--- config.mk ---
export PLATFORM = sky130hd
export DESIGN_NAME = spi_channel_arbiter
export DESIGN_NICKNAME = d
export VERILOG_FILES = /design/src/rtl/spi_channel_arbiter_pkg.sv /design/src/rtl/spi_channel_arbiter_rr_pick3.sv /design/src/rtl/spi_channel_arbiter.sv
export SDC_FILE = /design/constraint.sdc
export NUM_CORES = 1
export LEC_CHECK = 0
export CORE_AREA = 2 2 70 72
export CTS_CLUSTER_SIZE = 30
export DETAILED_ROUTE_END_ITERATION = 8
export DIE_AREA = 0 0 72 74
export PLACE_DENSITY = 0.62
export REMOVE_ABC_BUFFERS = 1
export SYNTH_ARGS = -nofsm -noshare
export SYNTH_HDL_FRONTEND = slang
export SYNTH_SLANG_ARGS = --single-unit
--- constraint.sdc ---
create_clock -name clock -period 2 [get_ports clock]
set_input_delay 0.4 -clock clock [delete_from_list [all_inputs] [get_ports clock]]
set_output_delay 0.4 -clock clock [all_outputs]
set_load 0.1 [all_outputs]
--- src/rtl/spi_channel_arbiter_pkg.sv ---
// Shared definitions for the SPI channel arbiter: FSM encoding, key-size codes,
// requester count and small one-hot helpers.
package spi_channel_arbiter_pkg;

  localparam int NUM_REQ = 3;
  localparam int TIMER_W = 10;

  localparam logic [1:0] ST_IDLE    = 2'd0;
  localparam logic [1:0] ST_START   = 2'd1;
  localparam logic [1:0] ST_BUSY    = 2'd2;
  localparam logic [1:0] ST_RELEASE = 2'd3;

  localparam logic [3:0] NK4     = 4'b0100;
  localparam logic [3:0] NK6     = 4'b0110;
  localparam logic [3:0] NK8     = 4'b1000;
  localparam logic [3:0] NK_NONE = 4'b0000;

  typedef logic [NUM_REQ-1:0] req_vec_t;

  function automatic logic [3:0] nk_of(input req_vec_t onehot);
    logic [3:0] code;
    case (onehot)
      3'b001:  code = NK4;
      3'b010:  code = NK6;
      3'b100:  code = NK8;
      default: code = NK_NONE;
    endcase
    return code;
  endfunction

  // Non-one-hot input maps to index 2 so the next search restarts at requester 0.
  function automatic logic [1:0] idx_of(input req_vec_t onehot);
    logic [1:0] idx;
    case (onehot)
      3'b001:  idx = 2'd0;
      3'b010:  idx = 2'd1;
      3'b100:  idx = 2'd2;
      default: idx = 2'd2;
    endcase
    return idx;
  endfunction

endpackage

--- src/rtl/spi_channel_arbiter_rr_pick3.sv ---
// Combinational three-way round-robin picker: the search starts at the index
// after last_owner and wraps 2->0; the result is one-hot or zero.
module rr_pick3
  import spi_channel_arbiter_pkg::*;
(
  input  req_vec_t   req,
  input  logic [1:0] last_owner,
  output req_vec_t   winner
);

  // Rotating-priority search over the three requesters
  always_comb begin
    winner = 3'b000;
    case (last_owner)
      2'd0: begin
        if (req[1]) begin
          winner = 3'b010;
        end else if (req[2]) begin
          winner = 3'b100;
        end else if (req[0]) begin
          winner = 3'b001;
        end else begin
          winner = 3'b000;
        end
      end
      2'd1: begin
        if (req[2]) begin
          winner = 3'b100;
        end else if (req[0]) begin
          winner = 3'b001;
        end else if (req[1]) begin
          winner = 3'b010;
        end else begin
          winner = 3'b000;
        end
      end
      default: begin
        if (req[0]) begin
          winner = 3'b001;
        end else if (req[1]) begin
          winner = 3'b010;
        end else if (req[2]) begin
          winner = 3'b100;
        end else begin
          winner = 3'b000;
        end
      end
    endcase
  end

endmodule

--- src/rtl/spi_channel_arbiter.sv ---
// Arbitrates three key-size requesters onto one SPI master: round-robin grant,
// start pulse, per-transfer timeout, per-requester result and abort flags.
module spi_channel_arbiter
  import spi_channel_arbiter_pkg::*;
#(
  parameter int TIMEOUT_CYCLES = 1023
)
(
  input  logic       clock,
  input  logic       reset,
  input  logic [2:0] req,
  output logic [2:0] grant,
  output logic       spi_start,
  output logic [3:0] spi_nk,
  input  logic       spi_fin,
  input  logic       spi_pass,
  output logic [2:0] done,
  output logic [2:0] pass_flags,
  output logic [2:0] timeout_err,
  input  logic [3:0] led_sel,
  output logic       led
);

  localparam logic [TIMER_W-1:0] TIMER_ZERO = {TIMER_W{1'b0}};
  localparam logic [TIMER_W-1:0] TIMER_ONE  = {{(TIMER_W-1){1'b0}}, 1'b1};
  localparam logic [TIMER_W-1:0] TIMER_MAX  = {TIMER_W{1'b1}};
  localparam logic [TIMER_W-1:0] TIMER_LAST = TIMER_W'(TIMEOUT_CYCLES - 1);

  logic [1:0]         state_r;
  req_vec_t           owner_r;
  req_vec_t           grant_r;
  req_vec_t           done_r;
  req_vec_t           pass_flags_r;
  req_vec_t           timeout_err_r;
  logic [1:0]         last_owner_r;
  logic [TIMER_W-1:0] timer_r;
  logic               spi_start_r;
  logic [3:0]         spi_nk_r;
  req_vec_t           winner_s;
  logic               timer_expired_s;
  logic               led_s;

  rr_pick3 u_rr_pick3 (
    .req        (req),
    .last_owner (last_owner_r),
    .winner     (winner_s)
  );

  assign timer_expired_s = (timer_r == TIMER_LAST);

  // Transfer FSM with registered channel outputs and sticky result flags
  always_ff @(posedge clock) begin
    if (reset) begin
      state_r       <= ST_IDLE;
      owner_r       <= 3'b000;
      grant_r       <= 3'b000;
      done_r        <= 3'b000;
      pass_flags_r  <= 3'b000;
      timeout_err_r <= 3'b000;
      last_owner_r  <= 2'd2;
      timer_r       <= TIMER_ZERO;
      spi_start_r   <= 1'b0;
      spi_nk_r      <= NK_NONE;
    end else begin
      case (state_r)
        ST_IDLE: begin
          done_r <= 3'b000;
          if (|req) begin
            owner_r     <= winner_s;
            grant_r     <= winner_s;
            spi_nk_r    <= nk_of(winner_s);
            spi_start_r <= 1'b1;
            state_r     <= ST_START;
          end
        end
        ST_START: begin
          spi_start_r <= 1'b0;
          timer_r     <= TIMER_ZERO;
          state_r     <= ST_BUSY;
        end
        ST_BUSY: begin
          // A completion in the last allowed cycle beats the timeout.
          if (spi_fin) begin
            done_r       <= owner_r;
            pass_flags_r <= spi_pass ? (pass_flags_r | owner_r)
                                     : (pass_flags_r & ~owner_r);
            grant_r      <= 3'b000;
            spi_nk_r     <= NK_NONE;
            state_r      <= ST_RELEASE;
          end else if (timer_expired_s) begin
            done_r        <= owner_r;
            timeout_err_r <= timeout_err_r | owner_r;
            pass_flags_r  <= pass_flags_r & ~owner_r;
            grant_r       <= 3'b000;
            spi_nk_r      <= NK_NONE;
            state_r       <= ST_RELEASE;
          end else if (timer_r != TIMER_MAX) begin
            timer_r <= timer_r + TIMER_ONE;
          end
        end
        ST_RELEASE: begin
          done_r       <= 3'b000;
          last_owner_r <= idx_of(owner_r);
          owner_r      <= 3'b000;
          state_r      <= ST_IDLE;
        end
        default: begin
          state_r     <= ST_IDLE;
          owner_r     <= 3'b000;
          grant_r     <= 3'b000;
          done_r      <= 3'b000;
          spi_start_r <= 1'b0;
          spi_nk_r    <= NK_NONE;
        end
      endcase
    end
  end

  // Status LED: pass flag of the requester named by led_sel
  always_comb begin
    led_s = 1'b0;
    case (led_sel)
      NK4:     led_s = pass_flags_r[0];
      NK6:     led_s = pass_flags_r[1];
      NK8:     led_s = pass_flags_r[2];
      default: led_s = 1'b0;
    endcase
  end

  assign grant       = grant_r;
  assign spi_start   = spi_start_r;
  assign spi_nk      = spi_nk_r;
  assign done        = done_r;
  assign pass_flags  = pass_flags_r;
  assign timeout_err = timeout_err_r;
  assign led         = led_s;

endmodule

==> metrics, run 1 <==
syn avg cell area 8.78 sq um; worst rel slew slack 67.1%; required time worst endpoint 1.60 ns; I/O Pins 29; Fmax 518 MHz; num rows 25; RSZ-0062 raised after global routing false; worst hold path class flop to flop; DR vias/cell 5.29; CP Launch Point led_sel[1]; outcome completed; chip height 74 um; critical path class primary input to primary output; multi-input logic area 1020 sq um; CTS Root Cell clkbuf_8; final net count 262; share of cells above drive strength 1 21.2%; number of enable flip-flop cells after synthesis 0; CTS HTree Levels 2; asr flop ratio synth 0%; DRT Wirelength 3.85 mm; DP HPWL 2.88 mm; mapped cell area 1770 sq um; Max-cap violations 0; top cells by count, synth 33 x dfxtp_1, 18 x a21oi_1, 17 x nand2_1; fin crit period 1.93 ns; Slowest cell on crit path clkdlybuf4s50_1; crit-path max FO 2; die width 72 um; DIE AREA 5330 sq um; Yosys top cell area share 37.4%; post-DR wirelength/cell 12.9 um; post-route clock skew 0.00502 ns; DR vias 1,582; initial antenna violation count 0; pre-CTS WS -0.138 ns; Area Overhead vs Synth 27.9%; PwrDens 1070 nW/um^2; grt total ovfl 0; Mapped Cells 201; period utilisation layout 96.5%; FF/Latch Area 661 sq um; ys flop type dfxtp_1; area leader, netlist dfxtp_1; RD Place Congestion 0.880; top post-synthesis cells by area dfxtp_1 37%, a21oi_1 5.1%, ha_1 5.0%; r2r startpoint state_r[0]$_SDFFE_PP0P_; Final Max Tran Viols 0; global-route wire length before repair 6.54 mm; final worst setup slack 0.0700 ns; Routed Antenna Nets 0; Longest Clk Path Bufs 2; GRT Overall Usage 15.6%; worst-skew pair later-pin latency 0.29 ns; Synthesis Warnings 0; CTS sink cnt 33; FILL cells 445; hold slack 0.452 ns; CTS Hold Buffers Added 0; Seq cells post-synth 33; vias in the first global route 1,481; CTS tree yes; largest net degree at the start of global routing 29; final hold violation count 0; worst-margin pin slew 0.489 ns; most common cell in the synthesized netlist dfxtp_1; Arr. time, crit path 1.53 ns; Antenna Cells 0; Iter 0 DRT Violations 117; chain of cells forming the critical path clkdlybuf4s50_1 -> a2111oi_2 -> buf_4 -> buf_12; Port Buf Inserts 27; Core ar. 4600 sq um; drt pass-1 iters 4; hold path start timeout_err[0]$_SDFFE_PP0P_; CP Capture Type primary output; initial cell density of the core 38.4%; post-synth cell types 57; cell leakage power 0.864 nW; final setup vio count 0; sequential cell area fraction in the yosys report 37.4%; worst-case vdd ir drop 630 uV; Num CTS Buffers 5; clock-pin transition on the worst setup and hold timing paths 0.07 ns; drc violations 0; CP peak stage delay 0.43 ns; total setup buffers inserted after CTS 0; Worst setup SP type primary input
-- stage by stage --
stage	total power (W)	std cells	utilization, %	cell area, sq um	setup TNS (ns)
after global placement	0.00193	291	47.1	2170	-0.141
after floorplan	0.00164	194	-	1730	-4.27
final	0.00241	299	49.1	2260	0
after CTS	0.00244	299	49.1	2260	0
after global routing	0.00256	299	49.1	2260	0
after detailed placement	0.00194	291	47.1	2170	-0.170
-- path summary, 6_finish.rpt --
check                           depth (start not counted)  slack, ns                           to
worst max register to register                          6       0.16      state_r[1]$_SDFFE_PP0P_
worst min register to register                          2       0.45  timeout_err[0]$_SDFFE_PP0P_
worst max-delay path                                    4       0.07                          led
worst min-delay path                                    2       0.45  timeout_err[0]$_SDFFE_PP0P_
-- cell families after synthesis --
logic type	Yosys count	share of synthesized area (%)
simple gates	74	25.1
compound gates	56	22.6
flops	33	37.4
buf+inv	22	5.39
fa+ha+maj	7	4.96
xor+xnor	4	1.98
mux	4	2.34
other cells	1	0.212
-- layout make-up --
| class | count | area share [%] |
|---|---|---|
| Multi-Input combinational cell | 146 | 45.0 |
| Clock inverter | 3 | 0.776 |
| Clock buffer | 5 | 3.05 |
| Inverter | 15 | 2.49 |
| Sequential cell | 33 | 29.3 |
| Timing Repair Buffer | 43 | 16.4 |
| Tap cell | 54 | 2.99 |
-- power breakdown --
part | switching, W | total, W | internal (W)
Clock | 0.000252 | 0.000492 | 0.000240
Combinational | 0.000723 | 0.00110 | 0.000375
Sequential | 0.0000785 | 0.000826 | 0.000747
-- cells in the final DEF, fill, tap and decap left out, types with 4 or more instances in the layout --
master            n
nor2_1           12
ha_1              7
o21ai_0           5
clkdlybuf4s50_1   8
nand3b_1          4
clkbuf_8          5
o31ai_1           8
nor2b_1           4
inv_1            15
nand3_1           4
nand2_1          17
nand2b_1          5
dfxtp_1          33
buf_4            31
nor3_1            4
a21oi_1          18
-- what timing repair did --
action	in CTS	in global routing
gates resized for setup	4	1
pin swaps	1	0
endpoints found under the setup margin	1	1
hold endpoints to repair	0	0
-- sequential cells by signal, summed over array words and instances (netlist names), named ones only --
register and flops:
spi_start 1, done 3, state_r 2, owner_r 3
timeout_err 3, last_owner_r 2, spi_nk 3, timer_r 10
grant 3
-- worst max-delay path, delay by kind of cell --
kind            cells  cell delay [ns]
buf+inv             3             0.76
compound gates      1             0.36
-- layer usage --
metal	part of all wire [%]	wire (um)	GRT usage, %	vias up
li1	-	-	-	815
met1	50	1940	21.5	725
met2	43	1670	23.6	33
met3	4.3	167	3.79	9
met4	1.9	73	6.71	0
met5	0	0	0	-
Note: power is estimated with default switching activity, not from simulation.
==> inputs of run 2 (changes only) <==
- CORE_AREA: 2 2 70 72 -> 8 8 56 105
- DIE_AREA: 0 0 72 74 -> 0 0 64 113
- PLACE_DENSITY: 0.62 -> 0.63
==> run 2 against run 1 <==
Net effect: setup slack improved by 0.040 ns; non-clock buffer count is 3 lower; clock-buffer cell count up 2; clock power grew 33%; clock skew decreased by 0.0017 ns; final area rose by 1.2%; sequential share of layout area decreased by 0.34 points; critical path depth is 1 higher; sequential power rose by 0.5%; via count up 0.44%; routed wire length rose by 13%.
==> metrics, run 2 (same netlist as run 1, synthesis figures left out) <==
outcome completed; Final Max Tran Viols 0; reg2reg path depth 6; num rows 35; Port Buf Inserts 27; post-route clock skew 0.00336 ns; final worst setup slack 0.110 ns; worst-case vdd ir drop 857 uV; required time worst endpoint 1.60 ns; pre-CTS WS -0.229 ns; largest net degree at the start of global routing 29; Area after DPL 2150 sq um; max reg flops 10; critical path class primary input to primary output; I/O Pins 29; Worst setup SP type primary input; Fmax 529 MHz; drc violations 0; crit-path max FO 3; period utilisation layout 94.5%; Largest Register timer_r; Finished Core Util 50.6%; CTS tree yes; GRT Overall Usage 12.9%; CTS HTree Levels 2; RD Place Congestion 0.892; grt total ovfl 0; final setup vio count 0; clock-pin transition on the worst setup and hold timing paths 0.07 ns; worst hold path class flop to flop; Arr. time, crit path 1.49 ns; CP Capture Type primary output; Routed Antenna Nets 0; RSZ-0062 raised after global routing false; cell leakage power 0.871 nW; Longest Clk Path Bufs 2; post-route cell area 2280 sq um; Max-cap violations 0; commonest non-fill, non-tap cell in the layout dfxtp_1; initial antenna violation count 0; total power 0.00258 W; CTS sink cnt 33; drt pass-1 iters 4; initial cell density of the core 39.1%; global-route wire length before repair 7.67 mm; CTS Root Cell clkbuf_8; DIE AREA 7230 sq um; WHS Path Cells 2; chip height 113 um; fin cells 297; PwrDens 1130 nW/um^2; most frequent cells in the layout 33 x dfxtp_1, 28 x buf_4, 18 x a21oi_1; Core ar. 4510 sq um; vias in the first global route 1,674; DP Cell Count 289; Antenna Cells 0; CTS Hold Buffers Added 0; die width 64 um; Num CTS Buffers 5; final hold violation count 0; Iter 0 DRT Violations 62; share of cells above drive strength 1 20.2%; final net count 259; DR vias/cell 5.35; DP HPWL 3.28 mm; Area Overhead vs Synth 29.3%; worst-skew pair later-pin latency 0.29 ns; fin crit period 1.89 ns; post-DR wirelength/cell 14.7 um; DR vias 1,589; DRT Wirelength 4.37 mm
[run 2: final cells by class]
class / count / area [sq um]
clock buffer: 7 / 86.3
clock inverter: 1 / 30.0
fill: 429 / 2230
inverter: 15 / 56.3
multi-input combinational: 146 / 1030
sequential: 33 / 661
tap: 55 / 68.8
timing repair buffer: 40 / 350
[run 2: what timing repair did]
item / in CTS / in global routing
endpoints found under the setup margin: 1 / 3
setup buffers: 0 / 0
pin swaps: 2 / 0
gates resized for setup: 4 / 3
gates cloned: 0 / 0
[run 2: stage by stage]
step / setup TNS (ns) / hold slack, ns
floorplan: -4.27 / 0.459
global placement: -0.116 / 0.434
detailed placement: -0.250 / 0.441
CTS: 0 / 0.452
global route: 0 / 0.471
finish: 0 / 0.447
[run 2: worst max-delay path, stage by stage]
cell,delay [ns]
dlygate4sd2_1,0.25
nand3b_1,0.20
a2111oi_4,0.30
buf_4,0.17
buf_12,0.16
[run 2: where the power goes]
| part | switching, W | internal (W) | leakage (nW) | total, W |
|---|---|---|---|---|
| registers | 0.0000831 | 0.000747 | 0.268 | 0.000830 |
| logic | 0.000732 | 0.000359 | 0.545 | 0.00109 |
| clock network | 0.000248 | 0.000406 | 0.0585 | 0.000654 |
[run 2: path summary, 6_finish.rpt]
path         slack [ns]                          end                   startpoint
min reg2reg        0.45  timeout_err[1]$_SDFFE_PP0P_  timeout_err[1]$_SDFFE_PP0P_
max                0.11                          led                   led_sel[3]
max reg2reg        0.16      state_r[1]$_SDFFE_PP0P_      state_r[0]$_SDFFE_PP0P_
min                0.45  timeout_err[1]$_SDFFE_PP0P_  timeout_err[1]$_SDFFE_PP0P_
[run 2: metal layers]
metal	part of all wire [%]	vias up	global-route usage, %	wire, um
li1	-	808	-	-
met1	45	738	14.4	1960
met4	2.9	0	6.60	126
met2	47	35	21.0	2050
met3	5.2	8	4.15	228
met5	0	-	0	0
